## config.mk

```make
export PLATFORM = sky130hd
export DESIGN_NAME = modinv_ctrl_flat
export DESIGN_NICKNAME = d
export VERILOG_FILES = /design/src/rtl/modinv_ctrl_pkg.sv /design/src/rtl/modinv_ctrl_if.sv /design/src/rtl/modinv_step.sv /design/src/rtl/modinv_ctrl.sv /design/src/flat_wrapper.sv
export SDC_FILE = /design/constraint.sdc
export NUM_CORES = 1
export LEC_CHECK = 0
export BUFFER_PORTS_ARGS = -buffer_cell sky130_fd_sc_hd__buf_2
export CORE_ASPECT_RATIO = 1.5
export CORE_MARGIN = 1
export CORE_UTILIZATION = 37
export DETAILED_ROUTE_END_ITERATION = 8
export SLEW_MARGIN = 5
export SYNTH_ARGS = -nofsm -noshare
export SYNTH_HDL_FRONTEND = slang
export SYNTH_SLANG_ARGS = --single-unit
```

## constraint.sdc

```tcl
create_clock -name clk -period 23.8 [get_ports clk]
set_clock_uncertainty 0.15 [all_clocks]
set_input_delay 3.57 -clock clk [delete_from_list [all_inputs] [get_ports clk]]
set_output_delay 3.57 -clock clk [all_outputs]
set_load 0.03 [all_outputs]
```

## src/rtl/modinv_ctrl_pkg.sv

```systemverilog
// Shared types and constants for the modular-inverse controller.
// Holds the default width, the FSM state encoding and the signed-width helper.
package modinv_ctrl_pkg;

  localparam int W_DEF    = 8;
  localparam int SW_EXTRA = 2;

  typedef enum logic [1:0] {
    IDLE,
    RUN,
    FIN
  } state_e;

  // The Bezout coefficients stay within +/- phi_n, so two extra bits cover sign and headroom.
  function automatic int signed_w(input int w);
    return w + SW_EXTRA;
  endfunction

endpackage

```

## src/rtl/modinv_ctrl_if.sv

```systemverilog
// Request/response bundle between the key-setup sequencer and the modular-inverse controller.
interface modinv_ctrl_if
  import modinv_ctrl_pkg::*;
#(
  parameter int W = W_DEF
);

  logic         start;
  logic [W-1:0] e;
  logic [W-1:0] phi_n;
  logic         busy;
  logic         done;
  logic         err;
  logic [W-1:0] d;
  logic [W-1:0] iter_cnt;

  modport master (
    output start, e, phi_n,
    input  busy, done, err, d, iter_cnt
  );

  modport slave (
    input  start, e, phi_n,
    output busy, done, err, d, iter_cnt
  );

endinterface

```

## src/rtl/modinv_step.sv

```systemverilog
// One extended-Euclid iteration: divides the remainders and updates both coefficients.
module modinv_step
  import modinv_ctrl_pkg::*;
#(
  parameter int W  = W_DEF,
  parameter int SW = signed_w(W)
) (
  input  logic        [W-1:0]  r1_i,
  input  logic        [W-1:0]  r2_i,
  input  logic signed [SW-1:0] t1_i,
  input  logic signed [SW-1:0] t2_i,
  output logic        [W-1:0]  r1n_o,
  output logic        [W-1:0]  r2n_o,
  output logic signed [SW-1:0] t1n_o,
  output logic signed [SW-1:0] t2n_o
);

  logic        [W-1:0]  q;
  logic        [W-1:0]  qr;
  logic signed [SW-1:0] q_ext;
  logic signed [SW-1:0] qt;

  // The divider is guarded so a zero divisor never produces X; the FSM never uses that result.
  assign q     = (r2_i == '0) ? '0 : r1_i / r2_i;
  assign qr    = q * r2_i;
  assign q_ext = $signed({{(SW-W){1'b0}}, q});
  assign qt    = q_ext * t2_i;

  assign r1n_o = r2_i;
  assign r2n_o = r1_i - qr;
  assign t1n_o = t2_i;
  assign t2n_o = t1_i - qt;

endmodule

```

## src/rtl/modinv_ctrl.sv

```systemverilog
// Computes d = e^-1 mod phi_n by extended Euclid, one iteration per clock,
// with a start/busy/done handshake and an error flag for non-invertible inputs.
module modinv_ctrl
  import modinv_ctrl_pkg::*;
#(
  parameter int W = W_DEF
) (
  input logic         clk,
  input logic         rst_n,
  modinv_ctrl_if.slave bus
);

  localparam int SW = signed_w(W);

  state_e               state_q, state_d;
  logic        [W-1:0]  r1_q, r1_d, r2_q, r2_d;
  logic        [W-1:0]  phi_q, phi_d, d_q, d_d, iter_q, iter_d;
  logic signed [SW-1:0] t1_q, t1_d, t2_q, t2_d;
  logic                 ferr_q, ferr_d, busy_q, busy_d;
  logic                 done_q, done_d, err_q, err_d;

  logic        [W-1:0]  r1n, r2n;
  logic signed [SW-1:0] t1n, t2n;
  logic signed [SW-1:0] t1_mod;

  modinv_step #(.W(W), .SW(SW)) u_step (
    .r1_i  (r1_q),
    .r2_i  (r2_q),
    .t1_i  (t1_q),
    .t2_i  (t2_q),
    .r1n_o (r1n),
    .r2n_o (r2n),
    .t1n_o (t1n),
    .t2n_o (t2n)
  );

  assign t1_mod = t1_q + $signed({{(SW-W){1'b0}}, phi_q});

  always_comb begin
    // NOTE: every next-state value defaults to its current value first, so no path infers a latch.
    state_d = state_q;
    r1_d    = r1_q;
    r2_d    = r2_q;
    t1_d    = t1_q;
    t2_d    = t2_q;
    phi_d   = phi_q;
    ferr_d  = ferr_q;
    iter_d  = iter_q;
    busy_d  = busy_q;
    err_d   = err_q;
    d_d     = d_q;
    done_d  = 1'b0;

    case (state_q)
      IDLE: begin
        if (bus.start) begin
          r1_d    = bus.phi_n;
          r2_d    = bus.e;
          t1_d    = '0;
          t2_d    = {{(SW-1){1'b0}}, 1'b1};
          phi_d   = bus.phi_n;
          iter_d  = '0;
          busy_d  = 1'b1;
          ferr_d  = (bus.e == '0) || (bus.phi_n < W'(2));
          state_d = ((bus.e == '0) || (bus.phi_n < W'(2))) ? FIN : RUN;
        end
      end
      RUN: begin
        if (r2_q != '0) begin
          r1_d   = r1n;
          r2_d   = r2n;
          t1_d   = t1n;
          t2_d   = t2n;
          iter_d = iter_q + W'(1);
        end else begin
          state_d = FIN;
        end
      end
      FIN: begin
        busy_d  = 1'b0;
        done_d  = 1'b1;
        state_d = IDLE;
        if (ferr_q || (r1_q != W'(1))) begin
          err_d = 1'b1;
          d_d   = '0;
        end else begin
          err_d = 1'b0;
          // A negative coefficient is brought into [1, phi_n-1] before truncation.
          d_d   = t1_q[SW-1] ? t1_mod[W-1:0] : t1_q[W-1:0];
        end
      end
      default: state_d = IDLE;
    endcase
  end

  // NOTE: sequential state uses non-blocking assignments so all registers update together at the edge.
  always_ff @(posedge clk or negedge rst_n) begin
    if (!rst_n) begin
      state_q <= IDLE;
      r1_q    <= '0;
      r2_q    <= '0;
      t1_q    <= '0;
      t2_q    <= '0;
      phi_q   <= '0;
      ferr_q  <= 1'b0;
      iter_q  <= '0;
      busy_q  <= 1'b0;
      done_q  <= 1'b0;
      err_q   <= 1'b0;
      d_q     <= '0;
    end else begin
      state_q <= state_d;
      r1_q    <= r1_d;
      r2_q    <= r2_d;
      t1_q    <= t1_d;
      t2_q    <= t2_d;
      phi_q   <= phi_d;
      ferr_q  <= ferr_d;
      iter_q  <= iter_d;
      busy_q  <= busy_d;
      done_q  <= done_d;
      err_q   <= err_d;
      d_q     <= d_d;
    end
  end

  assign bus.busy     = busy_q;
  assign bus.done     = done_q;
  assign bus.err      = err_q;
  assign bus.d        = d_q;
  assign bus.iter_cnt = iter_q;

endmodule

```

## src/flat_wrapper.sv

```systemverilog
// flat-port wrapper written by rule: the top's interface ports become plain ports
module modinv_ctrl_flat import modinv_ctrl_pkg::*;
#(
  parameter int W = W_DEF
)
  (clk, rst_n, bus_start, bus_e, bus_phi_n, bus_busy, bus_done, bus_err, bus_d, bus_iter_cnt);
  modinv_ctrl_if #(.W(W)) bus_i ();
  input logic clk;
  input logic rst_n;
  input wire logic [$bits(bus_i.start)-1:0] bus_start;
  input wire logic [$bits(bus_i.e)-1:0] bus_e;
  input wire logic [$bits(bus_i.phi_n)-1:0] bus_phi_n;
  output wire logic [$bits(bus_i.busy)-1:0] bus_busy;
  output wire logic [$bits(bus_i.done)-1:0] bus_done;
  output wire logic [$bits(bus_i.err)-1:0] bus_err;
  output wire logic [$bits(bus_i.d)-1:0] bus_d;
  output wire logic [$bits(bus_i.iter_cnt)-1:0] bus_iter_cnt;
  assign bus_i.start = bus_start;
  assign bus_i.e = bus_e;
  assign bus_i.phi_n = bus_phi_n;
  assign bus_busy = bus_i.busy;
  assign bus_done = bus_i.done;
  assign bus_err = bus_i.err;
  assign bus_d = bus_i.d;
  assign bus_iter_cnt = bus_i.iter_cnt;
  modinv_ctrl #(.W(W)) u_core (.clk(clk), .rst_n(rst_n), .bus(bus_i));
endmodule
```

Word level (Yosys, flattened, before mapping)
Index checks and enable logic that the tools add are counted.
{ "classes": {"add_sub_neg": 4, "n_mul": 2, "div_mod_pow": 1, "magnitude_cmp": 1, "eq_ne": 6, "muxes": 26, "reduce_logical": 12} }
{ "op_table": {"columns": ["operator", "count"], "rows": [
  ["two-way mux 8 bit", 9],
  ["one-hot mux 8 bit (2 select lines)", 3],
  ["two-way mux 10 bit", 4],
  ["one-hot mux 10 bit (2 select lines)", 2],
  ["logical NOT 8 bit", 2],
  ["multiplier 9 x 10 -> 10 bit", 1],
  ["subtractor 10 bit", 1],
  ["adder 8 x 1 -> 8 bit, second input constant", 1],
  ["adder 8 bit", 1],
  ["divider 8 x 8 -> 8 bit", 1],
  ["< comparator 8 x 2 -> 1 bit, second input constant", 1],
  ["multiplier 8 x 8 -> 8 bit", 1],
  ["!= test 8 x 1 -> 1 bit, second input constant", 1],
  ["nonzero test 8 bit", 1],
  ["subtractor 8 bit", 1],
  ["two-way mux 2 bit", 3],
  ["AND reduction 2 bit", 3],
  ["!= test 2 bit, second input constant", 2],
  ["one-hot mux 2 bit (2 select lines)", 1],
  ["nonzero test 2 bit", 2],
  ["two-way mux 1 bit", 3],
  ["AND reduction 3 bit", 1],
  ["equality test 2 x 1 -> 1 bit, second input constant", 1],
  ["equality test 2 bit, second input constant", 1],
  ["4 further kinds", 5]
]} }
{ "word_totals": {"ff_bits": 66, "inputBits": 19, "output_inout_bits": 19} }

Logic depth before layout (Yosys ltp)
Gate-level depths: netlist of the first run.
{ "depth": {"depth_word": 6, "depth_mapped": 67} }

Cells and area by module
A second synthesis of the first run with hierarchy kept.
{ "unflattened": {"cells_unflattened": 854, "area_unflattened_um2": 7686.1} }
{ "modules_own_cells": {"columns": ["module", "instances", "cells_each", "area_each_um2", "seq_area_each_um2"], "rows": [
  ["modinv_step", 1, 565, 4558.1, 0.0],
  ["modinv_ctrl", 1, 289, 3128.0, 1651.6]
]} }

Least setup slack after synthesis of the first run
Ideal clock, no wire load.
{ "synth_path": {"path_kind": "register to register", "from": "register u_core.r2_q[0]", "to": "register u_core.t2_q[9]", "arrival_ns": 14.249, "required_ns": 23.519, "path_slack_ns": 9.271, "stages_incl_launch_ff": 61, "path_buffers": 5, "period_less_slack_ns": 14.529, "cell_sequence": "dfrtp_1 clkbuf_1 inv_1 ha_1 a21oi_1 a21oi_1 ha_1 o21ai_1 a211oi_4 a211oi_1 a31o_1 ha_1 o211ai_1 a211oi_4 mux2_2 ha_1 o21a_1 o31ai_1 [25 not listed] a31oi_1 o21ai_0 o41a_1 clkbuf_1 and3_1 fa_1 fa_1 fa_1 inv_1 ha_1 and4_1 a2111oi_0 nand2_1 o21ai_0 xnor2_1 o21ai_0 a22oi_1 nand3_1"} }
{ "synth_between": {"elab_chain_len": 6, "elab_cells_between_ends": 10, "classes_between": "add/sub (1); mul (1); div (1); eq/ne (1); mux (3); reduce/logical (3)"} }
{ "synth_rtl": {"columns": ["item", "line_no", "text"], "rows": [
  ["start, declared", "modinv_ctrl.sv:16", "logic [W-1:0] r1_q, r1_d, r2_q, r2_d;"],
  ["start signal, assigned", "modinv_ctrl.sv:114", "r2_q <= r2_d;"],
  ["divider 8 x 8 -> 8 bit or logical NOT 8 bit (tied branches)", "modinv_step.sv:24", "assign q = (r2_i == '0) ? '0 : r1_i / r2_i;"],
  ["two-way mux 8 bit", "modinv_step.sv:24", null],
  ["multiplier 9 x 10 -> 10 bit", "modinv_step.sv:27", "assign qt = q_ext * t2_i;"],
  ["subtractor 10 bit", "modinv_step.sv:32", "assign t2n_o = t1_i - qt;"],
  ["two-way mux 10 bit", "modinv_ctrl.sv:69", "if (r2_q != '0) begin"],
  ["one-hot mux 10 bit (2 select lines)", "modinv_ctrl.sv:54", "case (state_q)"],
  ["end signal, assigned", "modinv_ctrl.sv:116", "t2_q <= t2_d;"],
  ["end, declared", "modinv_ctrl.sv:18", "logic signed [SW-1:0] t1_q, t1_d, t2_q, t2_d;"]
]} }
Several ways; a longest one is shown, not always the timed one. The select of a mux whose other input is x is not followed.
A chain may end at the register's enable or synchronous reset.

Worst setup path in the final report of the first run
{ "layout_path": {"from": "register u_core.r2_q[7]", "to": "register u_core.t2_q[9]"} }
The elaborated chain is that of the path after synthesis.

==> results of run 1 <==
## sequential cells by signal (all words and copies together) (netlist names)
signal,cells
u_core.t2_q,10
u_core.bus.busy,1
u_core.r2_q,8
u_core.ferr_q,1
u_core.t1_q,10
u_core.bus.iter_cnt,8
u_core.r1_q,8
u_core.state_q,2
u_core.phi_q,8
u_core.bus.err,1
u_core.bus.d,8
u_core.bus.done,1
## final cells by class
| cell class | count | area, um^2 | share of cell area (%) |
|---|---|---|---|
| Multi-Input combinational cell | 686 | 5380 | 65.9 |
| Tap cell | 260 | 325 | 3.98 |
| Inverter | 70 | 263 | 3.22 |
| Timing Repair Buffer | 45 | 245 | 3.00 |
| Sequential cell | 66 | 1650 | 20.2 |
| Clock buffer | 10 | 239 | 2.92 |
| Clock inverter | 6 | 65.1 | 0.796 |
## cells in the mapped netlist, types with 18 or more instances
master	count
o21ai_0	36
clkbuf_1	30
and3_1	25
dfrtp_1	66
nor2_1	60
nand2_1	120
nor3_1	22
inv_1	70
ha_1	96
a21oi_1	38
xor2_1	18
fa_1	49
xnor2_1	48
and2_1	26
## path summary, 6_finish.rpt
path	from	to	slack, ns	cells after the start
min	u_core.bus.busy$_DFFE_PN0P_	u_core.bus.busy$_DFFE_PN0P_	0.32	2
min in group asynchronous	rst_n	u_core.r2_q[3]$_DFFE_PN0P_	3.28	2
max	u_core.r2_q[7]$_DFFE_PN0P_	u_core.t2_q[9]$_DFFE_PN0P_	7.73	58
max reg2reg	u_core.r2_q[7]$_DFFE_PN0P_	u_core.t2_q[9]$_DFFE_PN0P_	7.73	58
min reg2reg	u_core.bus.busy$_DFFE_PN0P_	u_core.bus.busy$_DFFE_PN0P_	0.32	2
max in group asynchronous	rst_n	u_core.t1_q[4]$_DFFE_PN0P_	19.66	2
## through the flow
step | area (um^2) | setup WS [ns] | instances
6_report | 8170 | 7.73 | 1143
5_1_grt | 8170 | 6.33 | 1143
4_1_cts | 8170 | 7.67 | 1143
3_5_place_dp | 7870 | 7.73 | 1127
3_3_place_gp | 7870 | 8.27 | 1127
2_1_floorplan | 7420 | 9.27 | 855
## kinds of logic after synthesis
family	count (synthesis)
simple gates	300
mux	18
compound gates	156
flops	66
fa+ha+maj	145
xor+xnor	67
buf+inv	103
## worst min-delay path, delay by kind of cell (launching register included)
| kind | cells | cell delay [ns] |
|---|---|---|
| flops | 1 | 0.33 |
| simple gates | 2 | 0.11 |
## metal layers
layer	track usage, %	share of wire (%)
met1	21.5	40
met2	39.1	56
met3	1.66	1.8
met4	6.41	2.8
met5	0	0
==> results.toml, run 1 <==
[status]
status = "finished, final reports clean"

[clocking]
cts.sinks = 66
cts_tree = "built"
cts_setup_buffers = 0
holdBufCountCts = 0
root_buffer = "clkbuf_16"
clk_latency_ns = 0.33
htreeDepth = 3
cts.clk_slew.worst_paths_ns = 0.06
cts_made_buffers = 9
clockBufferDepth = 2
cts_resized = 0

[final_layout]
areaGrowthSynthToFinish_pct = 10.1
final_cell_mix = "nand2_1, ha_1, inv_1"
drive_gt1_share_pct = 9.06
layout.nets = 1042
fin_util_pct = 41.5
final_common_cell = "nand2_1"
filler_cell_count = 2058
antennaDiodeCount = 0

[setup_path]
slowest_delay_ns = 0.82
crit_required_ns = 23.86
end_kind = "flop"
crit_type = "reg -> reg"
cp_max_fo = 16
cpLargestDelayFamily = "compound AO/OA/AOI/OAI gates"
worst-path-buf-inv = 1
cp_common_cell = "ha_1"
slowest_stage = "a31oi_1"
cp-start-kind = "flop"
critPathArrivalTime_ns = 16.13

[die]
initial_utilization_pct = 37.7
core_area_um2 = 19700
die-width_um = 118
floorplan.rows = 63
dieArea_um2 = 20600
die-height_um = 175
ios = 38

[route]
via_per_inst = 5.28
vias = 6037
wl_per_cell_um = 16.8
routed_wirelength_mm = 19.3
drtIter0Drc = 291
ant_nets = 0
firstDrtPassIters = 4
drc = 0

[timing]
setup_violations = 0
final.min_clock_period_ns = 16.07
worstMarginPinSlew_ns = 1.08
drv_slew = 0
fmax_mhz = 62.2
fin_crit_sh_pct = 67.5
tns_ns = 0
whs_ns = 0.323
slew_headroom_pct = 27.6
rsz0062_at_grt = "no"
final_hold_viol_count = 0

[synthesis]
synth_xor_xnor_area_share_pct = 8.09
synth_top_family_by_area = "adder cells"
ys_warn_count = 0
synthArstFlopShare_pct = 100
synth_compound_area_share_pct = 13.6
yosysTopAreaCellShare_pct = 22.3
seq_area_frac_synth_pct = 22.3
synth_largest_area_cell = "dfrtp_1"
syn_area_um2 = 7420
synthDistinctLibCells = 53
synthCells = 855
synthMuxAreaShare_pct = 2.63
syn_area_per_cell_um2 = 8.68
synth_seq_cells = 66
synth-edff-count = 0
synth_top_flop_cell = "dfrtp_1"
synth_area_leaders = "dfrtp_1, ha_1, fa_1"
syn_nets = 1019
synth-adder-area-share_pct = 29.4
synth-simple-area-share_pct = 18.8

[grt]
antenna_found_initial = 0
grt_first_pass_wirelength_mm = 32.0
grt_pass1_vias = 6258
grt_max_degree = 67
grt_use_total_pct = 19.7
overflow = 0

[placed_design]
place.detailed.hpwl_mm = 15.1
gp_congestion = 0.863
io_buffers = 37

[hold_path]
hp-class = "reg -> reg"

[run]
max_cap_viol_count = 0
Power of run 1 is not shown: default switching activity piles up to over one toggle a cycle in this logic, so the estimate is an artifact.
==> run 2, diff against run 1 <==
==> constraint.sdc (replaced) <==
create_clock -name clk -period 15.45 [get_ports clk]
set_clock_uncertainty 0.15 [all_clocks]
set_input_delay 2.3175 -clock clk [delete_from_list [all_inputs] [get_ports clk]]
set_output_delay 2.3175 -clock clk [all_outputs]
set_load 0.03 [all_outputs]
==> results.toml, run 2 (synthesized netlist as in run 1, its figures left out) <==
[timing]
setup_violations = 0
whs_ns = 0.326
final.min_clock_period_ns = 14.45
drv_slew = 0
final_hold_viol_count = 0
fin_crit_sh_pct = 93.5
worstMarginPinSlew_ns = 1.03
fmax_mhz = 69.2
setup_slack_ns = 1.00
slew_headroom_pct = 30.9

[clocking]
clk_latency_ns = 0.34
htreeDepth = 3
root_buffer = "clkbuf_16"
cts_tree = "built"
cts_made_buffers = 9
clockBufferDepth = 2
cts.clk_slew.worst_paths_ns = 0.06
holdBufCountCts = 0
cts.sinks = 66

[placed_design]
dp_slack_ns = 0.204
io_buffers = 37
place.detailed.hpwl_mm = 15.9
gp_congestion = 0.888

[grt]
grt_pass1_vias = 6439
grtUsageMet1_pct = 21.5
grt_use_total_pct = 20.3
global_route.usage.met2_pct = 38.5
grtUsageMet3_pct = 1.69
grt-busiest-layer = "met2"
grt_first_pass_wirelength_mm = 32.6
antenna_found_initial = 0
overflow = 0
grt_max_degree = 67

[setup_path]
crit_type = "reg -> reg"
critPathArrivalTime_ns = 14.51
cp_common_cell = "ha_1"
reg2reg_depth = 64
cp-start-kind = "flop"
slowest_stage = "fa_1"
cpLargestDelayFamily = "compound AO/OA/AOI/OAI gates"
crit_required_ns = 15.52
worst-path-buf-inv = 6
end_kind = "flop"
cp_max_fo = 16
slowest_delay_ns = 0.53
worst-path-stages = 64

[die]
dieArea_um2 = 20600
initial_utilization_pct = 37.7
die-width_um = 118
core_area_um2 = 19700
floorplan.rows = 63
die-height_um = 175
ios = 38

[route]
drc = 0
wl_per_cell_um = 17.4
routed_wirelength_mm = 20.2
via_per_inst = 5.33
ant_nets = 0
vias = 6193
drtIter0Drc = 395
firstDrtPassIters = 4

[final_layout]
antennaDiodeCount = 0
drive_gt1_share_pct = 11.5
layout.nets = 1060
top_regs = "u_core.t1_q: 10 flops, u_core.t2_q: 10 flops"
areaGrowthSynthToFinish_pct = 12.7
final_common_cell = "nand2_1"
final_cell_mix = "nand2_1, ha_1, inv_1"

[hold_path]
holdPathStages = 2
hp-class = "reg -> reg"

[run]
max_cap_viol_count = 0

[status]
status = "finished, final reports clean"
## run 2: area by class of cell
class | count | area, um^2
Clock buffer | 10 | 229
Clock inverter | 6 | 90.1
Fill cell | 2022 | 11300
Inverter | 70 | 263
Multi-Input combinational cell | 686 | 5420
Sequential cell | 66 | 1650
Tap cell | 260 | 325
Timing Repair Buffer | 63 | 380
## run 2: routing by layer
layer / vias to the layer above / wire [um]
met5: - / 0
met4: 0 / 1220
met3: 67 / 488
met2: 126 / 10700
met1: 3006 / 7730
li1: 2994 / -
## run 2: metrics by stage
step                      area [um^2]  std cells  setup TNS (ns)  utilization (%)
after floorplan                  7420        855               0                -
after global placement           7960       1139               0             40.4
after detailed placement         7960       1139               0             40.4
after CTS                        8280       1155               0             42.0
after global routing             8360       1161         -0.0131             42.4
final                            8360       1161               0             42.4
## run 2: timing repair
item,CTS,global route
resized for setup,0,11
setup buffers,0,6
endpoints found under the setup margin,0,7
hold endpoints to repair,0,0
## run 2: worst reg2reg max path, delay by kind of cell (launching register included)
family / cells / cell delay (ns)
DFF: 1 / 0.49
muxes: 3 / 1.02
xor gates and xnor gates: 1 / 0.25
AOI/OAI and AO/OA: 30 / 5.65
adders and majority gates: 11 / 3.65
buffers and inverters: 6 / 1.00
and+or+nand+nor: 13 / 2.11
## run 2: worst paths after layout
kind	from	to	slack, ns
worst max-delay path	u_core.r2_q[7]$_DFFE_PN0P_	u_core.t2_q[9]$_DFFE_PN0P_	1.00
worst min register to register	u_core.bus.d[0]$_DFFE_PN0P_	u_core.bus.d[0]$_DFFE_PN0P_	0.33
min in group asynchronous	rst_n	u_core.r1_q[3]$_DFFE_PN0P_	2.03
worst min-delay path	u_core.bus.d[0]$_DFFE_PN0P_	u_core.bus.d[0]$_DFFE_PN0P_	0.33
worst max register to register	u_core.r2_q[7]$_DFFE_PN0P_	u_core.t2_q[9]$_DFFE_PN0P_	1.00
max in group asynchronous	rst_n	u_core.r2_q[7]$_DFFE_PN0P_	12.47
Power of run 2 is left out for the same reason.
